`src/rtl/wb_stage.sv`:
```
// -----------------------------------------------------------------------------
// wb_stage : writeback stage of the 5-stage MIPS pipeline.
//
// Consumes the M/W pipeline register, extends load data, selects the
// writeback value, owns the 32x32 general register file (with write-through
// bypass on both D-stage read ports) and counts retired instructions.
//
// Ports
//   clk      in   1         system clock, all state on rising edge
//   reset    in   1         synchronous, active-high reset
//   res_w    in   3         writeback source (0 none,1 ALU,2 DM,3 PC8,4-7 none)
//   a3_w     in   5         destination register number
//   instr_w  in   32        instruction in W, 0 = bubble
//   ao_w     in   32        ALU result / memory address
//   dr_w     in   32        raw data-memory read word
//   pc8_w    in   32        PC+8 for link instructions
//   ra1/ra2  in   5         D-stage read addresses
//   rd1/rd2  out  32        D-stage read data (bypassed)
//   wd_w     out  32        selected writeback value / W forward source
//   we_w     out  1         register-file write performed this cycle
//   retired  out  RETIRE_W  count of non-bubble instructions completed
// -----------------------------------------------------------------------------
module wb_stage #(
  parameter int RETIRE_W = 32
) (
  input  logic                clk,
  input  logic                reset,
  input  logic [2:0]          res_w,
  input  logic [4:0]          a3_w,
  input  logic [31:0]         instr_w,
  input  logic [31:0]         ao_w,
  input  logic [31:0]         dr_w,
  input  logic [31:0]         pc8_w,
  input  logic [4:0]          ra1,
  input  logic [4:0]          ra2,
  output logic [31:0]         rd1,
  output logic [31:0]         rd2,
  output logic [31:0]         wd_w,
  output logic                we_w,
  output logic [RETIRE_W-1:0] retired
);

  localparam logic [5:0] OP_LB  = 6'b100000;
  localparam logic [5:0] OP_LH  = 6'b100001;
  localparam logic [5:0] OP_LBU = 6'b100100;
  localparam logic [5:0] OP_LHU = 6'b100101;

  // Extract the addressed byte/halfword and extend it; unknown opcodes
  // (including lw) pass the raw word through.
  function automatic logic [31:0] load_ext(
    input logic [5:0]  op,
    input logic [1:0]  addr,
    input logic [31:0] dr
  );
    logic [7:0]  byte_s;
    logic [15:0] half_s;
    logic [31:0] res_s;
    byte_s = 8'h00;
    half_s = 16'h0000;
    res_s  = dr;
    case (addr)
      2'd0:    byte_s = dr[7:0];
      2'd1:    byte_s = dr[15:8];
      2'd2:    byte_s = dr[23:16];
      2'd3:    byte_s = dr[31:24];
      default: byte_s = 8'h00;
    endcase
    // Halfword select ignores addr[0].
    if (addr[1]) begin
      half_s = dr[31:16];
    end else begin
      half_s = dr[15:0];
    end
    case (op)
      OP_LB:   res_s = {{24{byte_s[7]}}, byte_s};
      OP_LBU:  res_s = {24'h000000, byte_s};
      OP_LH:   res_s = {{16{half_s[15]}}, half_s};
      OP_LHU:  res_s = {16'h0000, half_s};
      default: res_s = dr;
    endcase
    return res_s;
  endfunction

  logic [31:0]         regs_r [32];
  logic [RETIRE_W-1:0] retired_r;

  // Writeback value select; zero whenever no write is selected.
  always_comb begin
    wd_w = 32'h0000_0000;
    case (res_w)
      3'd1:    wd_w = ao_w;
      3'd2:    wd_w = load_ext(instr_w[31:26], ao_w[1:0], dr_w);
      3'd3:    wd_w = pc8_w;
      default: wd_w = 32'h0000_0000;
    endcase
  end

  // Write enable: valid source, non-zero destination, and not in reset.
  always_comb begin
    we_w = 1'b0;
    if (!reset && (res_w != 3'd0) && (res_w <= 3'd3) && (a3_w != 5'd0)) begin
      we_w = 1'b1;
    end else begin
      we_w = 1'b0;
    end
  end

  // Register file; reg[0] is never written because we_w excludes a3_w==0.
  always_ff @(posedge clk) begin
    if (reset) begin
      for (int i = 0; i < 32; i++) begin
        regs_r[i] <= 32'h0000_0000;
      end
    end else if (we_w) begin
      regs_r[a3_w] <= wd_w;
    end
  end

  // Retired-instruction counter; bubbles do not count, wraps silently.
  always_ff @(posedge clk) begin
    if (reset) begin
      retired_r <= '0;
    end else if (instr_w != 32'h0000_0000) begin
      retired_r <= retired_r + RETIRE_W'(1);
    end
  end

  assign retired = retired_r;

  // Read port 1 with write-through bypass so same-cycle writes are visible.
  always_comb begin
    rd1 = 32'h0000_0000;
    if (ra1 == 5'd0) begin
      rd1 = 32'h0000_0000;
    end else if (we_w && (a3_w == ra1)) begin
      rd1 = wd_w;
    end else begin
      rd1 = regs_r[ra1];
    end
  end

  // Read port 2 with write-through bypass.
  always_comb begin
    rd2 = 32'h0000_0000;
    if (ra2 == 5'd0) begin
      rd2 = 32'h0000_0000;
    end else if (we_w && (a3_w == ra2)) begin
      rd2 = wd_w;
    end else begin
      rd2 = regs_r[ra2];
    end
  end

endmodule
```
`config.mk`:
```
export PLATFORM = sky130hd
export DESIGN_NAME = wb_stage
export DESIGN_NICKNAME = d
export VERILOG_FILES = /design/src/rtl/wb_stage.sv
export SDC_FILE = /design/constraint.sdc
export NUM_CORES = 2
export LEC_CHECK = 0
export ABC_AREA = 1
export CELL_PAD_IN_SITES_DETAIL_PLACEMENT = 1
export CELL_PAD_IN_SITES_GLOBAL_PLACEMENT = 1
export CORE_MARGIN = 2
export CORE_UTILIZATION = 45
export DETAILED_ROUTE_END_ITERATION = 8
export PLACE_DENSITY = 0.85
export SYNTH_ARGS = -nofsm -noshare
export SYNTH_HDL_FRONTEND = slang
export SYNTH_SLANG_ARGS = --single-unit
```
`constraint.sdc`:
```
create_clock -name clk -period 6.4 [get_ports clk]
set_input_delay 0.64 -clock clk [delete_from_list [all_inputs] [get_ports clk]]
set_output_delay 0.64 -clock clk [all_outputs]
set_load 0.01 [all_outputs]
```
After elaboration in Yosys (flattened, before gate mapping)
Memory sizes are Yosys's and may differ from the RTL's.
Cells that the tools add are included.
{"block": "op_classes", "add_sub_neg": 1, "n_lt_le_gt_ge": 1, "n_eq_ne": 12, "mux": 17, "n_reduce_logical": 13}
{"cell": "$mux W32", "n": 5}
{"cell": "$pmux W32 S4", "n": 1}
{"cell": "$pmux W32 S3", "n": 1}
{"cell": "$add A32 B1 Y32 const B", "n": 1}
{"cell": "$pmux W8 S4", "n": 1}
{"cell": "$reduce_bool A32 Y1", "n": 1}
{"cell": "$reduce_or A32 Y1", "n": 1}
{"cell": "$eq A6 B6 Y1 const B", "n": 4}
{"cell": "$mux W16", "n": 1}
{"cell": "$eq A5 B5 Y1", "n": 2}
{"cell": "$logic_not A5 Y1", "n": 2}
{"cell": "$mux W1", "n": 7}
{"cell": "$eq A3 B2 Y1 const B", "n": 2}
{"cell": "$logic_and A1 B1 Y1", "n": 5}
{"cell": "$mux W5", "n": 1}
{"cell": "$reduce_bool A5 Y1", "n": 1}
{"cell": "$eq A2 B2 Y1 const B", "n": 2}
{"cell": "$eq A3 B1 Y1 const B", "n": 1}
{"cell": "$le A3 B2 Y1 const B", "n": 1}
{"cell": "$reduce_bool A3 Y1", "n": 1}
{"cell": "$eq A2 B1 Y1 const B", "n": 1}
{"cell": "$logic_not A2 Y1", "n": 1}
{"cell": "$logic_not A1 Y1", "n": 1}
{"block": "word_totals", "reg_bits": 32, "ram_bits": 1024, "inputBits": 148, "out_inout_bits": 129, "memories": 1}
{"memory": "regs_r", "words": 32, "word_bits": 32, "rd": 2, "rd_ports_with_merged_regs": 0, "wr": 32, "line_no": "84", "rtl": "logic [31:0] regs_r [32];"}

Logic depth before layout (Yosys ltp)
{"block": "depth", "word_depth": 10, "ltp_mapped": 14, "depth_no_buf": 12}

Worst setup path after synthesis
Ideal clock, no wire load.
{"block": "synth_timing", "kind": "input to register", "from": "input port res_w[0]", "to": "memory regs_r[10][0] (enable)", "setup_ps": 389, "arrival_time_ps": 2619, "required_time_ps": 6011, "setup_slack_ps": 3391, "cell_stages": 9, "path_buffers": 1, "cell_sequence": "inv_1 -> nor2_1 -> nand2_1 -> a21oi_1 -> nand2_2 -> nor3_4 -> nand2_1 -> buf_2 -> nand2_1"}
{"element": "from (decl)", "line_no": "28", "rtl": "input logic [2:0] res_w,"}
{"element": "to (decl)", "line_no": "84"}

Worst setup path after layout
{"block": "layout_timing", "from": "input port ra2[0]", "to": "output port rd2[30]"}
{"block": "layout_between", "elab_chain_cells": 4, "elab_cells_between_ends": 6, "classes_between": "eq/ne: 1; mux: 2; reduce/logical: 2; memory: 1"}
{"element": "from (decl)", "line_no": "35", "rtl": "input logic [4:0] ra2,"}
{"element": "branches (longest 3 deep; another with $mem_v2 Z32 W32)"}
{"element": "$mux W32 (*)", "line_no": "145", "rtl": "if (ra2 == 5'd0) begin"}
{"element": "to (decl)", "line_no": "37", "rtl": "output logic [31:0] rd2,"}
Mark *: on every way between the ends.

==> impl_metrics.tcl <==
set metrics [dict create \
    critical_path.startpoint_type "primary input" \
    gr-usage-all-layers_pct 41.4 \
    drtIter0Drc 9981 \
    grt_start_max_net_pins 152 \
    drive_gt1_share_pct 5.77 \
    min_period_ns 5.10 \
    crit_path_top_delay_cell "clkdlybuf4s50_1" \
    cts_setup_buffers 0 \
    num_rows 134 \
    ctsResizeCount 0 \
    grt_pass1_vias 63838 \
    synth_cell_types 33 \
    grt_antenna_before_repair 15 \
    cts_made_buffers 114 \
    grt_pass1_wl_um 418000 \
    yosys.area.top_type_share_pct 51.2 \
    start_util_pct 45.1 \
    hold_viol_final 0 \
    cts_tree "yes" \
    clock_latency_ns 0.77 \
    worstPathRequired_ns 5.76 \
    power.total_mw 18.1 \
    crit_cells 11 \
    ys_async_sr_fraction_pct 0 \
    vias_per_cell 6.55 \
    hold_depth 2 \
    finClkSkew_ns 0.00731 \
    ys_seq_area_share_pct 52.3 \
    fin_ws_ns 1.30 \
    synthTopCellsByArea "edfxtp_1 51%, nand3_1 16%, nand2_1 16%" \
    mappedNetlistArea_mm2 0.0600 \
    setup_violations 0 \
    clk_path_buf_depth 3 \
    hpwlAfterDp_um 171000 \
    maxCapViolations 0 \
    clk_pin_slew_worst_paths_ns 0.07 \
    worst-path-buf-inv 4 \
    dieHeight_um 369 \
    mostFrequentLayoutCells "2463 x nand2_1, 1924 x nand3_1, 1281 x nor2_1" \
    reg2reg_depth 7 \
    vdd_drop_max_v 0.000233 \
    clockRootBuffer "clkbuf_16" \
    final_common_cell "nand2_1" \
    rsz0062_at_grt "false" \
    portBuffers 276 \
    synthFlopType "edfxtp_1" \
    setup-tns-final_ns 0 \
    ys_seq_elements 1056 \
    cts_sinks 1056 \
    totalWireLength_um 289000 \
    worst_pin_slew_ns 1.42 \
    finalMaxSlewViolations 0 \
    syn_to_final_growth_pct 13.4 \
    grt.overflow.total 0 \
    status "complete, no violations" \
    min-delay-path-class "reg2reg" \
    wire_per_inst_um 30.1 \
    cp_cell_sequence "buf_8, inv_8, buf_12, nand2_1, nand3_1, nand3_1, nand3_1, nand3_1, nand2_1, a21oi_1, clkdlybuf4s50_1" \
    cts_htree_levels 3 \
    path_delay_family "buffers and inverters" \
    gp_congestion 0.925 \
    crit_fanout 118 \
    synthCells 7814 \
    holdBufCountCts 0 \
    cpMostUsedCell "nand3_1" \
    final.period_utilization_pct 79.7 \
    maxSlewHeadroom_pct 4.90 \
    power.leakage_nw 26.1 \
    hold_ws_ns 0.516 \
    synth_edf_count 1024 \
    p_per_area_mw_per_mm2 266 \
    die_w_um 369 \
    max_stage_delay_ns 0.67 \
    routed-via-count 62919 \
    drc 0 \
    drtAntennaViolNets 0 \
    dp_slack_ns 1.45 \
    cp.arrival_ns 4.46 \
    max_freq_ghz 0.196 \
    dr.pass1.iters 8 \
    syn_avg_cell_area_um2 7.68 \
    fin_nets 7876 \
    yosys.area.top_type "edfxtp_1" \
    core_mm2 0.133 \
    pin_count 277 \
    die_area_mm2 0.136 \
    ys_warn_count 0 \
    critPathCaptureType "primary output" \
    critical_path_class "in2out" \
]
[logic make-up (layout without fill, tap and decap cells)]
group	count (synthesis)	count (layout)	synth area share, %
adders and majority gates	1	1	0.0208
AOI/OAI and AO/OA	138	138	1.38
and+or+nand+nor	5786	5786	40.5
DFF	1056	1056	52.3
xor gates and xnor gates	19	19	0.277
other	1	41	0.00625
buffers and inverters	813	790	5.54
[final timing paths]
kind / start / endpoint / slack (ns)
worst max-delay path: ra2[0] / rd2[30] / 1.30
worst max register to register: retired[2] / retired[13] / 4.42
worst min-delay path: retired[22] / retired[22] / 0.52
worst min register to register: retired[22] / retired[22] / 0.52
[synth_stat cells (4+ instances only)]
| cell type | number |
|---|---|
| a32oi_1 | 30 |
| clkinv_1 | 5 |
| nand3_1 | 1926 |
| nor2_1 | 1283 |
| buf_2 | 189 |
| nor3_1 | 17 |
| a21oi_1 | 50 |
| o21ai_0 | 49 |
| nand4_1 | 6 |
| edfxtp_1 | 1024 |
| inv_2 | 14 |
| nor3_4 | 4 |
| dfxtp_1 | 32 |
| nand3b_1 | 7 |
| xor2_1 | 14 |
| nand2_1 | 2525 |
| o211ai_1 | 9 |
| and2_1 | 7 |
| clkbuf_1 | 420 |
| buf_6 | 4 |
| xnor2_1 | 5 |
| buf_1 | 70 |
| inv_1 | 109 |
[registers in the layout, indices dropped and copies added (netlist names)]
signal and cells:
regs_r 1024, retired 32
[layout make-up]
cell class,instances,area (um^2)
Antenna cell,9,22.5
Clock buffer,134,2990
Clock inverter,77,916
Fill cell,16121,64900
Inverter,128,523
Multi-Input combinational cell,5976,25600
Sequential cell,1056,31400
Tap cell,1768,2210
Timing Repair Buffer,451,4420
[report_power, final]
group          switching (mW)  leakage [nW]  internal [mW]  total, mW
logic                    2.06          14.2          0.761       2.82
registers               0.232          10.0           7.94       8.17
clock network            3.01          1.89           4.13       7.15
[worst register-to-register path: cells and delay by family (launching register included)]
kind / cells / cell delay (ns)
flip-flops: 1 / 0.54
buffers and inverters: 1 / 0.08
AND/OR/NAND/NOR: 4 / 0.92
XOR/XNOR: 1 / 0.23
AO/OA/AOI/OAI: 1 / 0.15
[stage by stage]
stage          util, %  cell area [um^2]  std cells
3_3_place_gp      48.2             64100       9378
6_report          51.2             68100       9599
2_1_floorplan        -             60100       7845
5_1_grt           51.2             68000       9590
3_5_place_dp      48.2             64100       9378
4_1_cts           51.2             68000       9589
[per-layer routing]
metal	GRT usage, %	vias to the layer above	routed length, um
met5	0	-	70
met4	30.8	12	25100
met3	12.1	1205	41600
met2	61.0	5048	123000
met1	51.5	30821	99300
li1	-	25833	-
Power figures use the tool's default switching activity.
